--- config.mk ---
export PLATFORM = sky130hd
export DESIGN_NAME = sprite_plotter
export DESIGN_NICKNAME = d
export VERILOG_FILES = /design/src/rtl/sprite_pkg.sv /design/src/rtl/raster_counter.sv /design/src/rtl/sprite_plotter.sv
export SDC_FILE = /design/constraint.sdc
export NUM_CORES = 1
export LEC_CHECK = 0
export ABC_CLOCK_PERIOD_IN_PS = 4300
export BUFFER_PORTS_ARGS = -buffer_cell sky130_fd_sc_hd__buf_2
export CAP_MARGIN = 20
export CORE_ASPECT_RATIO = 1.1
export CORE_MARGIN = 2
export CORE_UTILIZATION = 60
export DETAILED_ROUTE_END_ITERATION = 7
export GPL_TIMING_DRIVEN = 0
export PLACE_DENSITY = 0.84
export SYNTH_ARGS = -nofsm -noshare
export SYNTH_HDL_FRONTEND = slang
export SYNTH_SLANG_ARGS = --single-unit
--- constraint.sdc ---
create_clock -name clock -period 4.3 [get_ports clock]
set_clock_uncertainty 0.05 [all_clocks]
set_input_delay 0.215 -clock clock [delete_from_list [all_inputs] [get_ports clock]]
set_output_delay 0.215 -clock clock [all_outputs]
set_load 0.05 [all_outputs]
--- src/rtl/sprite_pkg.sv ---
// sprite_pkg: shared constants and helpers for the sprite drawing stage.
//   - Colour constants used on the 3-bit vga_adapter colour bus.
//   - FSM state encoding for sprite_plotter.
//   - Number of legal positions per item kind.
//   - press_slot(): folds the six press positions onto four slots so the
//     press sweeps back and forth across the slots.
package sprite_pkg;

    localparam logic [2:0] COL_BLACK = 3'b000;
    localparam logic [2:0] COL_PRESS = 3'b111;
    localparam logic [2:0] COL_GARB  = 3'b010;

    localparam logic [1:0] ST_IDLE = 2'd0;
    localparam logic [1:0] ST_PLOT = 2'd1;
    localparam logic [1:0] ST_DONE = 2'd2;

    localparam int PRESS_POSITIONS = 6;
    localparam int GARB_POSITIONS  = 4;

    // Positions 0..3 map straight through; 4 and 5 fold back to 2 and 1.
    // Out-of-range positions are rejected before this result is used.
    function automatic logic [2:0] press_slot(input logic [2:0] pos);
        if (pos <= 3'd3)
            return pos;
        else
            return 3'(3'd6 - pos);
    endfunction

endpackage

--- src/rtl/raster_counter.sv ---
// raster_counter: walks a W x H rectangle in raster order, px fastest.
// Ports:
//   clock, reset    : clock and synchronous active-high reset
//   clear           : force the counter back to pixel (0,0)
//   advance         : step to the next pixel (wraps after the last one)
//   px, py          : current pixel coordinates inside the rectangle
//   last            : current pixel is (W-1, H-1)
module raster_counter #(
    parameter int W = 16,
    parameter int H = 16,
    localparam int PXW = (W > 1) ? $clog2(W) : 1,
    localparam int PYW = (H > 1) ? $clog2(H) : 1
) (
    input  logic           clock,
    input  logic           reset,
    input  logic           clear,
    input  logic           advance,
    output logic [PXW-1:0] px,
    output logic [PYW-1:0] py,
    output logic           last
);

    logic row_end;
    logic col_end;

    assign row_end = (px == PXW'(W - 1));
    assign col_end = (py == PYW'(H - 1));
    assign last    = row_end && col_end;

    always_ff @(posedge clock) begin
        if (reset || clear) begin
            px <= '0;
            py <= '0;
        end else if (advance) begin
            if (row_end) begin
                px <= '0;
                py <= col_end ? '0 : py + PYW'(1);
            end else begin
                px <= px + PXW'(1);
            end
        end
    end

endmodule

--- src/rtl/sprite_plotter.sv ---
// sprite_plotter: draws or blanks one rectangular sprite for vga_adapter.
// A start strobe (accepted while busy=0) latches the item kind, erase flag
// and position; the block then emits one pixel per clock in raster order
// and finishes with a one-cycle done pulse.
// Ports:
//   clock, reset       : clock and synchronous active-high reset
//   start              : request strobe, ignored while busy=1
//   item               : 1 = press sprite, 0 = garbage sprite
//   erase              : 1 = paint black, 0 = paint the item colour
//   position           : press 0..5, garbage 0..3 (others are rejected)
//   x, y, colour, plot : registered pixel stream to vga_adapter
//   busy               : high from the first through the last plotted pixel
//   done               : one-cycle completion pulse (also for rejected requests)
module sprite_plotter
    import sprite_pkg::*;
#(
    parameter int SPRITE_W   = 16,
    parameter int SPRITE_H   = 16,
    parameter int SLOT_X0    = 8,
    parameter int SLOT_PITCH = 36,
    parameter int PRESS_Y    = 20,
    parameter int GARB_Y     = 80
) (
    input  logic       clock,
    input  logic       reset,
    input  logic       start,
    input  logic       item,
    input  logic       erase,
    input  logic [2:0] position,
    output logic [7:0] x,
    output logic [6:0] y,
    output logic [2:0] colour,
    output logic       plot,
    output logic       busy,
    output logic       done
);

    localparam int PXW = (SPRITE_W > 1) ? $clog2(SPRITE_W) : 1;
    localparam int PYW = (SPRITE_H > 1) ? $clog2(SPRITE_H) : 1;

    logic [1:0]     state_reg;
    logic [7:0]     x0_reg;
    logic [PXW-1:0] px;
    logic [PYW-1:0] py;
    logic           last;
    logic           row_end;

    // Request decode, evaluated directly from the inputs at accept time.
    logic       req_valid;
    logic [2:0] req_slot;
    logic [7:0] req_x0;
    logic [6:0] req_y0;
    logic [2:0] req_colour;

    always_comb begin
        req_valid = item ? (position < 3'(PRESS_POSITIONS))
                         : (position < 3'(GARB_POSITIONS));
        req_slot  = item ? press_slot(position) : position;
        req_x0    = 8'(SLOT_X0 + int'(req_slot) * SLOT_PITCH);
        req_y0    = item ? 7'(PRESS_Y) : 7'(GARB_Y);
        if (erase)
            req_colour = COL_BLACK;
        else
            req_colour = item ? COL_PRESS : COL_GARB;
    end

    // The counter holds the coordinates of the pixel currently on the
    // outputs; it sits at (0,0) outside PLOT so the first pixel is ready.
    raster_counter #(
        .W (SPRITE_W),
        .H (SPRITE_H)
    ) u_raster (
        .clock   (clock),
        .reset   (reset),
        .clear   (state_reg != ST_PLOT),
        .advance (state_reg == ST_PLOT),
        .px      (px),
        .py      (py),
        .last    (last)
    );

    assign row_end = (px == PXW'(SPRITE_W - 1));

    always_ff @(posedge clock) begin
        if (reset) begin
            state_reg <= ST_IDLE;
            x0_reg    <= '0;
            x         <= '0;
            y         <= '0;
            colour    <= '0;
            plot      <= 1'b0;
            busy      <= 1'b0;
            done      <= 1'b0;
        end else begin
            done <= 1'b0;
            case (state_reg)
                ST_PLOT: begin
                    if (last) begin
                        state_reg <= ST_DONE;
                        plot      <= 1'b0;
                        busy      <= 1'b0;
                        done      <= 1'b1;
                    end else if (row_end) begin
                        // Origin is kept latched so the row restart is
                        // immune to input changes mid-draw.
                        x <= x0_reg;
                        y <= y + 7'd1;
                    end else begin
                        x <= x + 8'd1;
                    end
                end
                default: begin
                    // IDLE and DONE both accept a new request, which gives
                    // back-to-back operation straight out of the DONE cycle.
                    state_reg <= ST_IDLE;
                    plot      <= 1'b0;
                    busy      <= 1'b0;
                    if (start) begin
                        if (req_valid) begin
                            state_reg <= ST_PLOT;
                            x0_reg    <= req_x0;
                            x         <= req_x0;
                            y         <= req_y0;
                            colour    <= req_colour;
                            plot      <= 1'b1;
                            busy      <= 1'b1;
                        end else begin
                            state_reg <= ST_DONE;
                            done      <= 1'b1;
                        end
                    end
                end
            endcase
        end
    end

endmodule
### After elaboration in Yosys (flattened, before gate mapping)

Cells that the tools add are included.

* register bits: 38
* input bits: 8
* logic and storage cells: 65

* add/subtract/negate cells: 6
* $mul: 1
* order comparisons: 3
* equality and inequality tests: 7
* multiplexer cells: 30
* bitwise gates (word level): 1
* reduce and logical (&&, ||, !) cells: 8

Operators with widths (count)
* 7-bit 2-to-1 mux: 6
* 8-bit 2-to-1 mux: 5
* 3-bit 2-to-1 mux: 4
* 1-bit 2-to-1 mux: 9
* 4-bit by 1-bit adder with 4-bit output, second input constant: 2
* 4-bit by 8-bit adder with 8-bit output, first input constant: 1
* 8-bit by 1-bit adder with 8-bit output, second input constant: 1
* 4-bit equality test, second input constant: 2
* 2-bit 2-to-1 mux: 4
* 4-bit 2-to-1 mux: 2
* 7-bit by 1-bit adder with 7-bit output, second input constant: 1
* 3-bit < comparator, second input constant: 2
* 3-bit by 4-bit multiplier with 6-bit output, second input constant: 1
* 2-bit != test, second input constant: 3
* 3-bit AND reduction: 2
* 4-bit AND reduction: 1
* 2-bit nonzero test: 2
* 3-bit by 2-bit <= comparator with 1-bit output, second input constant: 1
* 3-bit subtractor, first input constant: 1
* 2-bit by 1-bit equality test with 1-bit output, second input constant: 1
* 2-bit by 1-bit != test with 1-bit output, second input constant: 1
* 2-bit AND reduction: 1
* 1-bit logical AND: 1
* 1-bit logical OR: 1
* 1-bit inverter: 1

### Longest topological paths before layout

* depth in word-level cells: 8
* depth in mapped cells: 9
* gate-level depth less buffers: 7

### Hierarchy

Synthesis repeated with hierarchy kept, for this count alone.

* cell total of the unflattened synthesis: 227
* area total of the unflattened synthesis: 1869.3 µm²

By module, submodules not included
* sprite_plotter: times used 1, cells an instance 185, area each 1488.9 µm²
* raster_counter: times used 1, cells an instance 42, area each 380.4 µm²

### Worst setup path after synthesis

No wires, ideal clock.

* path type: reg-to-reg
* start: register state_reg[0]
* end: register y[5]
* setup time: 0.070 ns
* arrival: 1.816 ns
* path slack: 2.364 ns
* cell stages (with the launch flop): 7
* period minus slack after synthesis: 1.936 ns
* cell sequence: dfxtp_1 > nand2b_4 > buf_6 > nor3_4 > a21oi_2 > or4_1 > a21boi_1

* word-level cells in the longest chain between the ends: 3

RTL lines
* from (decl): RTL line sprite_plotter.sv:41 `logic [1:0] state_reg;`
* from (signal assigned): RTL line sprite_plotter.sv:86 `state_reg <= ST_IDLE;`
* from (signal assigned): RTL line sprite_plotter.sv:99 `state_reg <= ST_DONE;`
* from (signal assigned): RTL line sprite_plotter.sv:115 `state_reg <= ST_IDLE;`
* 2-bit by 1-bit equality test with 1-bit output (*): RTL line sprite_plotter.sv:96 `case (state_reg)`
* 2-bit != test (no line) or 2-bit nonzero test (tied branches)
* 4-bit AND reduction (no line)
* to (signal assigned): RTL line sprite_plotter.sv:107 `y <= y + 7'd1;`
* to (signal assigned): RTL line sprite_plotter.sv:123 `y <= req_y0;`
* to (decl): RTL line sprite_plotter.sv:31 `output logic [6:0] y,`

Mark *: on every way between the ends. The rest lies on a longest branch, timed or not.
A chain may end at the register's enable or synchronous reset.

### Worst setup path in the final report

* start: register u_raster.px[0]
* end: register x[7]

* word-level cells in the longest chain between the ends: 4

RTL lines
* from (decl): RTL line raster_counter.sv:18 `output logic [PXW-1:0] px,`
* from (signal assigned): RTL line raster_counter.sv:39 `px <= px + PXW'(1);`
* 4-bit equality test (*): RTL line raster_counter.sv:26, sprite_plotter.sv:82
* 1-bit logical AND or 8-bit 2-to-1 mux (tied branches): RTL line raster_counter.sv:28, sprite_plotter.sv:103
* 2-bit != test (no line) or 8-bit 2-to-1 mux (tied branches)
* 3-bit AND reduction (no line) or 8-bit 2-to-1 mux (tied branches)
* to (signal assigned): RTL line sprite_plotter.sv:106 `x <= x0_reg;`
* to (signal assigned): RTL line sprite_plotter.sv:109 `x <= x + 8'd1;`
* to (signal assigned): RTL line sprite_plotter.sv:122 `x <= req_x0;`
* to (decl): RTL line sprite_plotter.sv:30 `output logic [7:0] x,`

Mark *: on every way between the ends. The rest lies on a longest branch, timed or not. The select of a mux whose other input is x is not followed.

==> results_dict.tcl <==
set metrics [dict create \
    status "completed" \
    dp_slack_ps 2310 \
    crit_required_ps 4510 \
    cts_tree "done" \
    wl_per_cell_microns 13.8 \
    grt_max_degree 11 \
    core_area_sq_um 2970 \
    grt_overflow 0 \
    row_count 21 \
    dr_total_vias 1725 \
    synth_area_per_cell_sq_um 8.13 \
    drive_gt1_share_pct 19.7 \
    syn-instance-count 225 \
    drc_errors 0 \
    worst_slack_ps 2330 \
    grt_pass1_vias 1572 \
    clk_path_buf_depth 2 \
    firstDrtPassIters 4 \
    relSlewSlack_pct 68.0 \
    drt_wl_total_microns 4050 \
    hold_violations 0 \
    synthArstFlopShare_pct 0 \
    yosysWarnings 0 \
    tightest_slew_ps 480 \
    syn2layout_area_growth_pct 12.6 \
    synth_seq_cells 34 \
    path_cells "ha_1 -> nand3_2 -> o21ai_1 -> a21boi_1 -> a21oi_1 -> a211oi_1" \
    crit_fanout 5 \
    largest_reg_flops 8 \
    synth-seq-area-share_pct 37.2 \
    critPathSlowestCell "a21boi_1" \
    post-synth-top-area-cell "dfxtp_1" \
    place_congestion 0.813 \
    ir_drop_v 0.000243 \
    synth_cell_type_count 51 \
    nets 274 \
    diodes 0 \
    fin_util_pct 69.4 \
    via_per_inst 5.89 \
    synth.most_common_cell "dfxtp_1" \
    grt_pass1_wl_microns 6790 \
    initial_core_util_pct 61.6 \
    syn-num-nets 240 \
    die_h_microns 61.9 \
    synthFlopType "dfxtp_1" \
    min_path_type "input pin to flip-flop" \
    path_class "flip-flop to flip-flop" \
    min_period_ps 1970 \
    setup_viol 0 \
    end_kind "flip-flop" \
    io_buffers 26 \
    maxCapViolCount 0 \
    rsz0062_at_grt "false" \
    synth.top_cells.by_area "dfxtp_1 (37%), nor2_1 (5.7%), a21oi_1 (5.5%)" \
    tns_ps 0 \
    cp_data_arrival_time_ps 2180 \
    cts_max_level 2 \
    cts.clk_slew.worst_paths_ps 110 \
    numCtsBuffers 5 \
    slowest_delay_ps 430 \
    fillers 276 \
    p_per_area_nw_per_um2 328 \
    io_pins 29 \
    yosys-top-cells-count "dfxtp_1 (34), nor2_1 (28), nand2_1 (22)" \
    timing.fmax_mhz 508 \
    die_area_sq_um 3510 \
    p_leak_nw 0.831 \
    die_width_microns 56.6 \
    cp-start-kind "flip-flop" \
    drtIter0Drc 79 \
    yosysTopAreaCellShare_pct 37.2 \
    grt_usage_pct 25.4 \
    clk_latency_ps 340 \
    antenna_found_initial 0 \
    detail-route-antenna-nets 0 \
    drv_slew 0 \
    reg2reg_slack_ps 2330 \
    root_buffer "clkbuf_4" \
    finalCritPeriodShare_pct 45.8 \
    cts.sinks 34 \
    netlist_area_sq_um 1830 \
    place_hpwl_microns 3030 \
    synth-edff-count 0 \
    cts_resized 0 \
]
## routing by layer
layer  wire length, microns  global-route usage [%]
met1                   1720                    30.7
met2                   2000                    41.9
met3                    214                    6.63
met4                    112                    14.3
met5                      0                       0
## through the flow
| stage | total power, W | hold slack, ps | cells | area (sq um) |
|---|---|---|---|---|
| finish | 0.000675 | 210 | 293 | 2060 |
| global route | 0.000711 | 225 | 293 | 2060 |
| CTS | 0.000680 | 201 | 293 | 2060 |
| detailed placement | 0.000515 | 370 | 285 | 2000 |
| global placement | 0.000513 | 369 | 285 | 2000 |
| floorplan | 0.000478 | 261 | 225 | 1830 |
## cells in the final DEF, fill, tap and decap left out, types with 5 or more instances in the layout
cell      Yosys  final
dfxtp_1      34     34
a31oi_1       5      5
o21ai_0      12     12
a21oi_1      20     20
nor3_1        5      5
clkbuf_4      0      5
ha_1          7      7
nand3_1      10     10
xnor2_1       5      5
buf_2         3     29
clkbuf_1      6      6
nor2_1       28     28
nand2_1      22     22
## logic make-up after synthesis
group                      synth area share [%]
and+or+nand+nor                            26.4
AOI/OAI and AO/OA                          22.2
DFF                                        37.2
buffers and inverters                      4.92
xor gates and xnor gates                   3.35
adders and majority gates                  4.79
muxes                                      1.16
## repair_timing
action                    4_1_cts  5_1_grt
hold endpoints to repair        1        0
setup buffers                   0        0
hold buffers                    1        0
## critical path, delay by kind of cell (launching register included)
family / cells / cell delay (ps)
fa+ha+maj: 1 / 260
flops: 1 / 390
simple gates: 1 / 140
compound gates: 4 / 1040
## final timing paths
kind,start,endpoint,cells after the start
max reg2reg,u_raster.px[0]$_SDFFE_PP0P_,x[7]$_SDFFE_PP0P_,6
max,u_raster.px[0]$_SDFFE_PP0P_,x[7]$_SDFFE_PP0P_,6
min reg2reg,x0_reg[2]$_SDFFE_PP0P_,x0_reg[2]$_SDFFE_PP0P_,2
min,position[0],x0_reg[2]$_SDFFE_PP0P_,4
## where the power goes
| group | internal (W) | switching, W |
|---|---|---|
| sequential | 0.000332 | 0.0000165 |
| clock | 0.0000587 | 0.000107 |
| combinational | 0.0000495 | 0.000112 |
## layout make-up
cell class | count | area, sq um | share of cell area [%]
clock buffer | 5 | 37.5 | 1.82
buffer | 13 | 75.1 | 3.65
sequential | 34 | 681 | 33.0
multi-input combinational | 174 | 1060 | 51.4
clock inverter | 2 | 10.0 | 0.486
inverter | 4 | 15.0 | 0.729
timing repair buffer | 27 | 140 | 6.80
tap | 34 | 42.5 | 2.07
No activity file was read; power rests on OpenSTA's default activity.
